==> config.mk <==
export PLATFORM = sky130hd
export DESIGN_NAME = keypad_event_debouncer
export DESIGN_NICKNAME = d
export VERILOG_FILES = /design/src/rtl/keypad_pkg.sv /design/src/rtl/key_fifo.sv /design/src/rtl/keypad_event_debouncer.sv
export SDC_FILE = /design/constraint.sdc
export NUM_CORES = 1
export LEC_CHECK = 0
export CAP_MARGIN = 5
export CELL_PAD_IN_SITES_DETAIL_PLACEMENT = 0
export CELL_PAD_IN_SITES_GLOBAL_PLACEMENT = 1
export CORE_ASPECT_RATIO = 0.5
export CORE_MARGIN = 2
export CORE_UTILIZATION = 35
export DETAILED_ROUTE_END_ITERATION = 7
export GPL_ROUTABILITY_DRIVEN = 1
export HOLD_SLACK_MARGIN = 0.02
export PLACE_DENSITY_LB_ADDON = 0.1
export SLEW_MARGIN = 15
export SYNTH_ARGS = -nofsm -noshare
export SYNTH_HDL_FRONTEND = slang
export SYNTH_HIERARCHICAL = 1
export SYNTH_SLANG_ARGS = --single-unit
==> constraint.sdc <==
create_clock -name clk -period 2.55 [get_ports clk]
set_input_delay 0.51 -clock clk [delete_from_list [all_inputs] [get_ports clk]]
set_output_delay 0.51 -clock clk [all_outputs]
set_load 0.005 [all_outputs]
==> src/rtl/keypad_pkg.sv <==
// Shared keypad definitions: geometry, debouncer state encoding and the
// row/column to hex key-code mapping.
package keypad_pkg;

    localparam int KEY_W = 4;
    localparam int ROWS  = 4;
    localparam int COLS  = 4;

    typedef enum logic [1:0] {
        IDLE         = 2'd0,
        PRESS_PEND   = 2'd1,
        HELD         = 2'd2,
        RELEASE_PEND = 2'd3
    } key_state_e;

    function automatic logic [1:0] lowest_set(input logic [3:0] v);
        lowest_set = 2'd0;
        for (int i = 3; i >= 0; i--) begin
            if (v[i]) lowest_set = 2'(i);
        end
    endfunction

    // code = 4*row_idx + col_idx
    function automatic logic [KEY_W-1:0] key_map(input logic [1:0] row_idx,
                                                 input logic [1:0] col_idx);
        key_map = {row_idx, col_idx};
    endfunction

endpackage

==> src/rtl/key_fifo.sv <==
// Small synchronous FIFO for key codes; head and valid are registered from
// next-state values so they track the pointers with no extra lag.
module key_fifo #(
    parameter int DEPTH = 4,
    parameter int WIDTH = 4
) (
    input  logic             clk,
    input  logic             rst,
    input  logic             i_push,
    input  logic             i_pop,
    input  logic [WIDTH-1:0] i_data,
    output logic             o_full,
    output logic [WIDTH-1:0] o_head,
    output logic             o_valid
);

    localparam int AW = $clog2(DEPTH);
    localparam logic [AW:0] FULL_CNT = (AW+1)'(DEPTH);

    logic [WIDTH-1:0] r_mem [DEPTH];
    logic [AW-1:0]    r_wr_ptr;
    logic [AW-1:0]    r_rd_ptr;
    logic [AW:0]      r_count;
    logic [WIDTH-1:0] r_head;
    logic             r_valid;

    logic             w_pop;
    logic             w_push;
    logic [AW-1:0]    w_rd_next;
    logic [AW:0]      w_count_next;
    logic [WIDTH-1:0] w_head_next;

    assign o_full  = (r_count == FULL_CNT);
    assign o_head  = r_head;
    assign o_valid = r_valid;

    // A pop frees the slot in the same cycle, so a full FIFO still accepts a push.
    assign w_pop     = i_pop && (r_count != '0);
    assign w_push    = i_push && (!o_full || w_pop);
    assign w_rd_next = w_pop ? r_rd_ptr + 1'b1 : r_rd_ptr;

    always_comb begin
        w_count_next = r_count;
        if (w_push && !w_pop) begin
            w_count_next = r_count + 1'b1;
        end else if (!w_push && w_pop) begin
            w_count_next = r_count - 1'b1;
        end
        w_head_next = r_mem[w_rd_next];
        if (w_push && (r_wr_ptr == w_rd_next)) begin
            w_head_next = i_data;
        end
    end

    always_ff @(posedge clk) begin
        if (w_push) r_mem[r_wr_ptr] <= i_data;
    end

    always_ff @(posedge clk or posedge rst) begin
        if (rst) begin
            r_wr_ptr <= '0;
            r_rd_ptr <= '0;
            r_count  <= '0;
            r_head   <= '0;
            r_valid  <= 1'b0;
        end else begin
            if (w_push) r_wr_ptr <= r_wr_ptr + 1'b1;
            r_rd_ptr <= w_rd_next;
            r_count  <= w_count_next;
            r_head   <= w_head_next;
            r_valid  <= (w_count_next != '0);
        end
    end

endmodule

==> src/rtl/keypad_event_debouncer.sv <==
// Builds one key snapshot per 4-column scan frame, debounces it over whole
// frames and queues one hex code per accepted press.
//
// state        | meaning
// IDLE         | no key down, waiting for a hit frame
// PRESS_PEND   | same key seen for r_cnt consecutive frames
// HELD         | press accepted, code pushed, key_held=1
// RELEASE_PEND | empty frames seen r_cnt times while still held
module keypad_event_debouncer
    import keypad_pkg::*;
#(
    parameter int DEBOUNCE_FRAMES = 8,
    parameter int FIFO_DEPTH      = 4
) (
    input  logic             clk,
    input  logic             rst,
    input  logic [ROWS-1:0]  i_row,
    input  logic [COLS-1:0]  i_col,
    output logic [KEY_W-1:0] o_key_code,
    output logic             o_key_valid,
    input  logic             i_key_ready,
    output logic             o_key_held,
    output logic             o_overflow
);

    localparam int CNT_W = $clog2(DEBOUNCE_FRAMES + 1);
    localparam logic [CNT_W-1:0] CNT_LAST = CNT_W'(DEBOUNCE_FRAMES - 1);
    localparam logic [COLS-1:0]  LAST_COL = {1'b1, {(COLS-1){1'b0}}};

    logic             r_acc_hit;
    logic [KEY_W-1:0] r_acc_code;
    logic             r_acc_invalid;
    logic             r_snap_valid;
    logic             r_snap_hit;
    logic [KEY_W-1:0] r_snap_code;
    logic             r_snap_invalid;

    key_state_e       r_state;
    key_state_e       w_state_next;
    logic [CNT_W-1:0] r_cnt;
    logic [CNT_W-1:0] w_cnt_next;
    logic [KEY_W-1:0] r_cand;
    logic [KEY_W-1:0] w_cand_next;
    logic             w_push;
    logic             r_overflow;

    logic             w_col_ok;
    logic             w_hit_now;
    logic [KEY_W-1:0] w_code_now;
    logic             w_frame_end;
    logic             w_frame_ok;
    logic             w_full;

    assign w_col_ok    = $onehot(i_col);
    assign w_hit_now   = w_col_ok && (i_row != '0);
    assign w_code_now  = key_map(lowest_set(i_row), lowest_set(i_col));
    assign w_frame_end = (i_col == LAST_COL);

    // First hit of the frame wins; later columns are ignored.
    always_ff @(posedge clk or posedge rst) begin
        if (rst) begin
            r_acc_hit      <= 1'b0;
            r_acc_code     <= '0;
            r_acc_invalid  <= 1'b0;
            r_snap_valid   <= 1'b0;
            r_snap_hit     <= 1'b0;
            r_snap_code    <= '0;
            r_snap_invalid <= 1'b0;
        end else if (w_frame_end) begin
            r_snap_valid   <= 1'b1;
            r_snap_hit     <= r_acc_hit || w_hit_now;
            r_snap_code    <= r_acc_hit ? r_acc_code : w_code_now;
            r_snap_invalid <= r_acc_invalid;
            r_acc_hit      <= 1'b0;
            r_acc_code     <= '0;
            r_acc_invalid  <= 1'b0;
        end else begin
            r_snap_valid <= 1'b0;
            if (!w_col_ok) begin
                r_acc_invalid <= 1'b1;
            end else if (w_hit_now && !r_acc_hit) begin
                r_acc_hit  <= 1'b1;
                r_acc_code <= w_code_now;
            end
        end
    end

    assign w_frame_ok = r_snap_valid && !r_snap_invalid;

    always_comb begin
        w_state_next = r_state;
        w_cnt_next   = r_cnt;
        w_cand_next  = r_cand;
        w_push       = 1'b0;
        if (w_frame_ok) begin
            case (r_state)
                IDLE: begin
                    if (r_snap_hit) begin
                        w_state_next = PRESS_PEND;
                        w_cand_next  = r_snap_code;
                        w_cnt_next   = CNT_W'(1);
                    end
                end
                PRESS_PEND: begin
                    if (!r_snap_hit) begin
                        w_state_next = IDLE;
                        w_cnt_next   = '0;
                    end else if (r_snap_code != r_cand) begin
                        w_cand_next = r_snap_code;
                        w_cnt_next  = CNT_W'(1);
                    end else if (r_cnt == CNT_LAST) begin
                        w_state_next = HELD;
                        w_cnt_next   = '0;
                        w_push       = 1'b1;
                    end else begin
                        w_cnt_next = r_cnt + 1'b1;
                    end
                end
                HELD: begin
                    if (!r_snap_hit) begin
                        w_state_next = RELEASE_PEND;
                        w_cnt_next   = CNT_W'(1);
                    end
                end
                RELEASE_PEND: begin
                    if (r_snap_hit) begin
                        w_state_next = HELD;
                        w_cnt_next   = '0;
                    end else if (r_cnt == CNT_LAST) begin
                        w_state_next = IDLE;
                        w_cnt_next   = '0;
                    end else begin
                        w_cnt_next = r_cnt + 1'b1;
                    end
                end
                default: begin
                    w_state_next = IDLE;
                    w_cnt_next   = '0;
                end
            endcase
        end
    end

    always_ff @(posedge clk or posedge rst) begin
        if (rst) begin
            r_state <= IDLE;
            r_cnt   <= '0;
            r_cand  <= '0;
        end else begin
            r_state <= w_state_next;
            r_cnt   <= w_cnt_next;
            r_cand  <= w_cand_next;
        end
    end

    assign o_key_held = (r_state == HELD) || (r_state == RELEASE_PEND);

    key_fifo #(
        .DEPTH (FIFO_DEPTH),
        .WIDTH (KEY_W)
    ) u_fifo (
        .clk     (clk),
        .rst     (rst),
        .i_push  (w_push),
        .i_pop   (i_key_ready),
        .i_data  (r_cand),
        .o_full  (w_full),
        .o_head  (o_key_code),
        .o_valid (o_key_valid)
    );

    always_ff @(posedge clk or posedge rst) begin
        if (rst) begin
            r_overflow <= 1'b0;
        end else if (w_push && w_full && !(i_key_ready && o_key_valid)) begin
            r_overflow <= 1'b1;
        end
    end

    assign o_overflow = r_overflow;

endmodule

==> flow_summary.yaml <==
floorplan:
  start_util_pct: 36.1
  num_rows: 23
  fp.coreArea_um2: 8000
  ioPinCount: 18
  dieArea_um2: 9040
  die_h_um: 68.2
  die-width_um: 132
synthesis:
  avgSynthCellArea_um2: 10.5
  seq_area_frac_synth_pct: 47.8
  yosysWarnings: 6
  ys_ff_latch: 52
  ys_types: 49
  synth_edf_count: 16
  synth_nets: 298
  ys_async_sr_fraction_pct: 69.2
  synthesis.area_um2: 2890
  synth_cells: 274
  synth-main-ff-cell: "dfrtp_1"
sta:
  post-route-min-period_ns: 2.41
  worstMarginPinSlew_ns: 0.485
  timing.final.crit_share_pct: 94.4
  max_slew_margin_pct: 67.6
  setup_viol: 0
  skew_ns: 0.00550
  finalSetupTns_ns: 0
  hold_violations: 0
  slew_viol_final: 0
  fmaxAchievable_mhz: 415
  rsz0062_at_grt: "no"
finish:
  finalNetCount: 328
  drive_gt1_share_pct: 16.1
  antenna_cells: 0
  syn_to_final_growth_pct: 17.6
clocking:
  clock_latency_ns: 0.29
  cts_max_path_buffers: 2
  cts.reportedPaths.clkPinSlew_ns: 0.07
  cts_buffers: 5
  postCtsSetupBuffers: 0
  numClockSinks: 52
  clock-root-buffer: "clkbuf_16"
  htreeDepth: 2
  tritoncts: "built"
route:
  via_per_inst: 5.06
  drt-initial-drc-count: 144
  route.vias.total: 2111
  drc: 0
  wl_um: 6000
  first_pass_iters: 4
  drtAntennaViolNets: 0
  wl_per_cell_um: 14.4
placed_design:
  port_buffers: 17
  place_hpwl_um: 4430
  gp_congestion: 0.807
global_routing:
  grt_max_degree: 24
  grt_overflow: 0
  track_usage_pct: 14.8
  grt_pass1_vias: 2081
  grt_first_pass_wirelength_um: 10100
  antenna_found_initial: 0
critical_path:
  crit_fanout: 3
  arrival_ns: 2.60
  crit_required_ns: 2.74
  critical_path_class: "in -> reg"
  start_kind: "input pin"
  cp-end-kind: "flop"
pwr:
  p_switching_mw: 1.08
  powerDensity_nw_per_um2: 876
  power_leakage_nw: 1.44
  total_power_mw: 2.97
  irDropWorstVdd_mv: 0.301
  combPwrFrac_pct: 37.4
  switching_share_pct: 36.4
  power.share.sequential_pct: 40.3
  clock_power_share_pct: 22.3
  p_int_mw: 1.89
status:
  outcome: "completed"
job:
  drv_cap: 0
hold_path:
  holdCritPathClass: "in -> async"
critical path, cell delays in order:
cell	delay (ns)
buf_2	0.10
inv_2	0.04
fa_1	0.53
inv_1	0.04
ha_2	0.17
ha_4	0.20
or3b_4	0.41
a211oi_4	0.21
buf_6	0.15
mux2i_1	0.17
nor2_1	0.05
per-stage QoR:
step	hold slack (ns)	utilization (%)	cells	setup slack, ns	area (µm²)
after floorplan	0.375	-	274	-0.0680	2900
final	0.381	42.5	417	0.142	3400
after global routing	0.380	42.5	417	0.0257	3400
after CTS	0.372	42.6	417	0.00266	3410
after detailed placement	0.468	40.8	409	-0.624	3260
after global placement	0.455	40.8	409	-0.561	3260
cell usage in the layout (no fill, tap or decap), types with 11 or more instances in the layout:
cell type        netlist  final
nand3_1               11     11
clkdlybuf4s50_1        0     14
inv_1                 16     13
nor2_1                14     14
dfrtp_1               36     36
buf_4                  0     16
nand2_1               22     22
mux2i_1               15     15
nor3_1                21     21
edfxtp_1              16     16
layout make-up:
cell class                      instances  area, µm²
Sequential cell                        52       1380
Tap cell                              112        140
Fill cell                             789       4600
Clock inverter                          2       15.0
Clock buffer                            6        129
Multi-Input combinational cell        194       1380
Inverter                               17       63.8
Timing Repair Buffer                   34        287
cells by family (layout without fill, tap and decap cells):
family,Yosys count,count (layout),synth area share (%)
AO/OA/AOI/OAI,53,53,12.9
XOR/XNOR,10,10,3.29
adder cells (fa/ha/maj),13,13,5.89
buffers and inverters,28,59,4.89
flip-flops,52,52,47.8
multiplexers,21,21,7.67
AND/OR/NAND/NOR,97,97,17.5
registers in the layout, summed over array words and instances, names as in the netlist, named ones only:
signal / cells
r_acc_invalid: 1
r_cnt: 4
r_snap_invalid: 1
o_overflow: 1
r_state: 1
u_fifo/o_head: 4
u_fifo/r_wr_ptr: 2
u_fifo/o_valid: 1
u_fifo/r_rd_ptr: 2
r_snap_code: 4
u_fifo/r_count: 3
r_acc_code: 4
r_snap_hit: 1
u_fifo/r_mem: 16
r_cand: 4
r_snap_valid: 1
r_acc_hit: 1
cell usage after synthesis, types with 8 or more instances:
cell type  instances  area share (%)
dfrtp_1           36              31
nand2_1           22             2.9
nor3_1            21             3.6
edfxtp_1          16              17
inv_1             16             2.1
mux2i_1           15             5.2
nor2_1            14             1.8
ha_1              12             5.2
nand3_1           11             1.9
a21oi_1           10             1.7
xnor2_1            9             2.7
and2_1             8             1.7
o21ai_0            8             1.4
worst paths after layout:
path	startpoint	endpoint	slack, ns	depth (start not counted)
max	i_col[0]	r_acc_code[3]	0.14	11
min	rst	o_overflow	0.38	2
max reg2reg	r_snap_code[1]	u_fifo/o_valid	0.26	9
min reg2reg	r_acc_invalid	r_snap_invalid	0.48	2
max in group asynchronous	rst	u_fifo/o_head[0]	1.66	2
min in group clk	r_acc_invalid	r_snap_invalid	0.48	2
metal layers:
metal	share of wire [%]	track usage [%]	up-vias	wire, µm
li1	-	-	1050	-
met1	51	18.9	1016	3070
met2	43	23.9	41	2610
met3	4.1	3.78	4	248
met4	1.2	7.26	0	71
met5	0	0	-	0
power by group through the flow:
| stage | registers (mW) | logic, mW | clock network [mW] |
|---|---|---|---|
| 6_report | 1.20 | 1.11 | 0.664 |
| 5_1_grt | 1.23 | 1.24 | 0.737 |
| 4_1_cts | 1.20 | 1.12 | 0.694 |
| 3_5_place_dp | 1.21 | 1.11 | 0 |
| 3_3_place_gp | 1.21 | 1.09 | 0 |
| 2_1_floorplan | 1.17 | 0.842 | 0 |
what timing repair did:
action | 4_1_cts | 5_1_grt
gates resized for setup | 8 | 5
pin swaps | 2 | 4
hold buffers | 0 | 0
endpoints found under the setup margin | 6 | 4
Power figures use the tool's default switching activity.
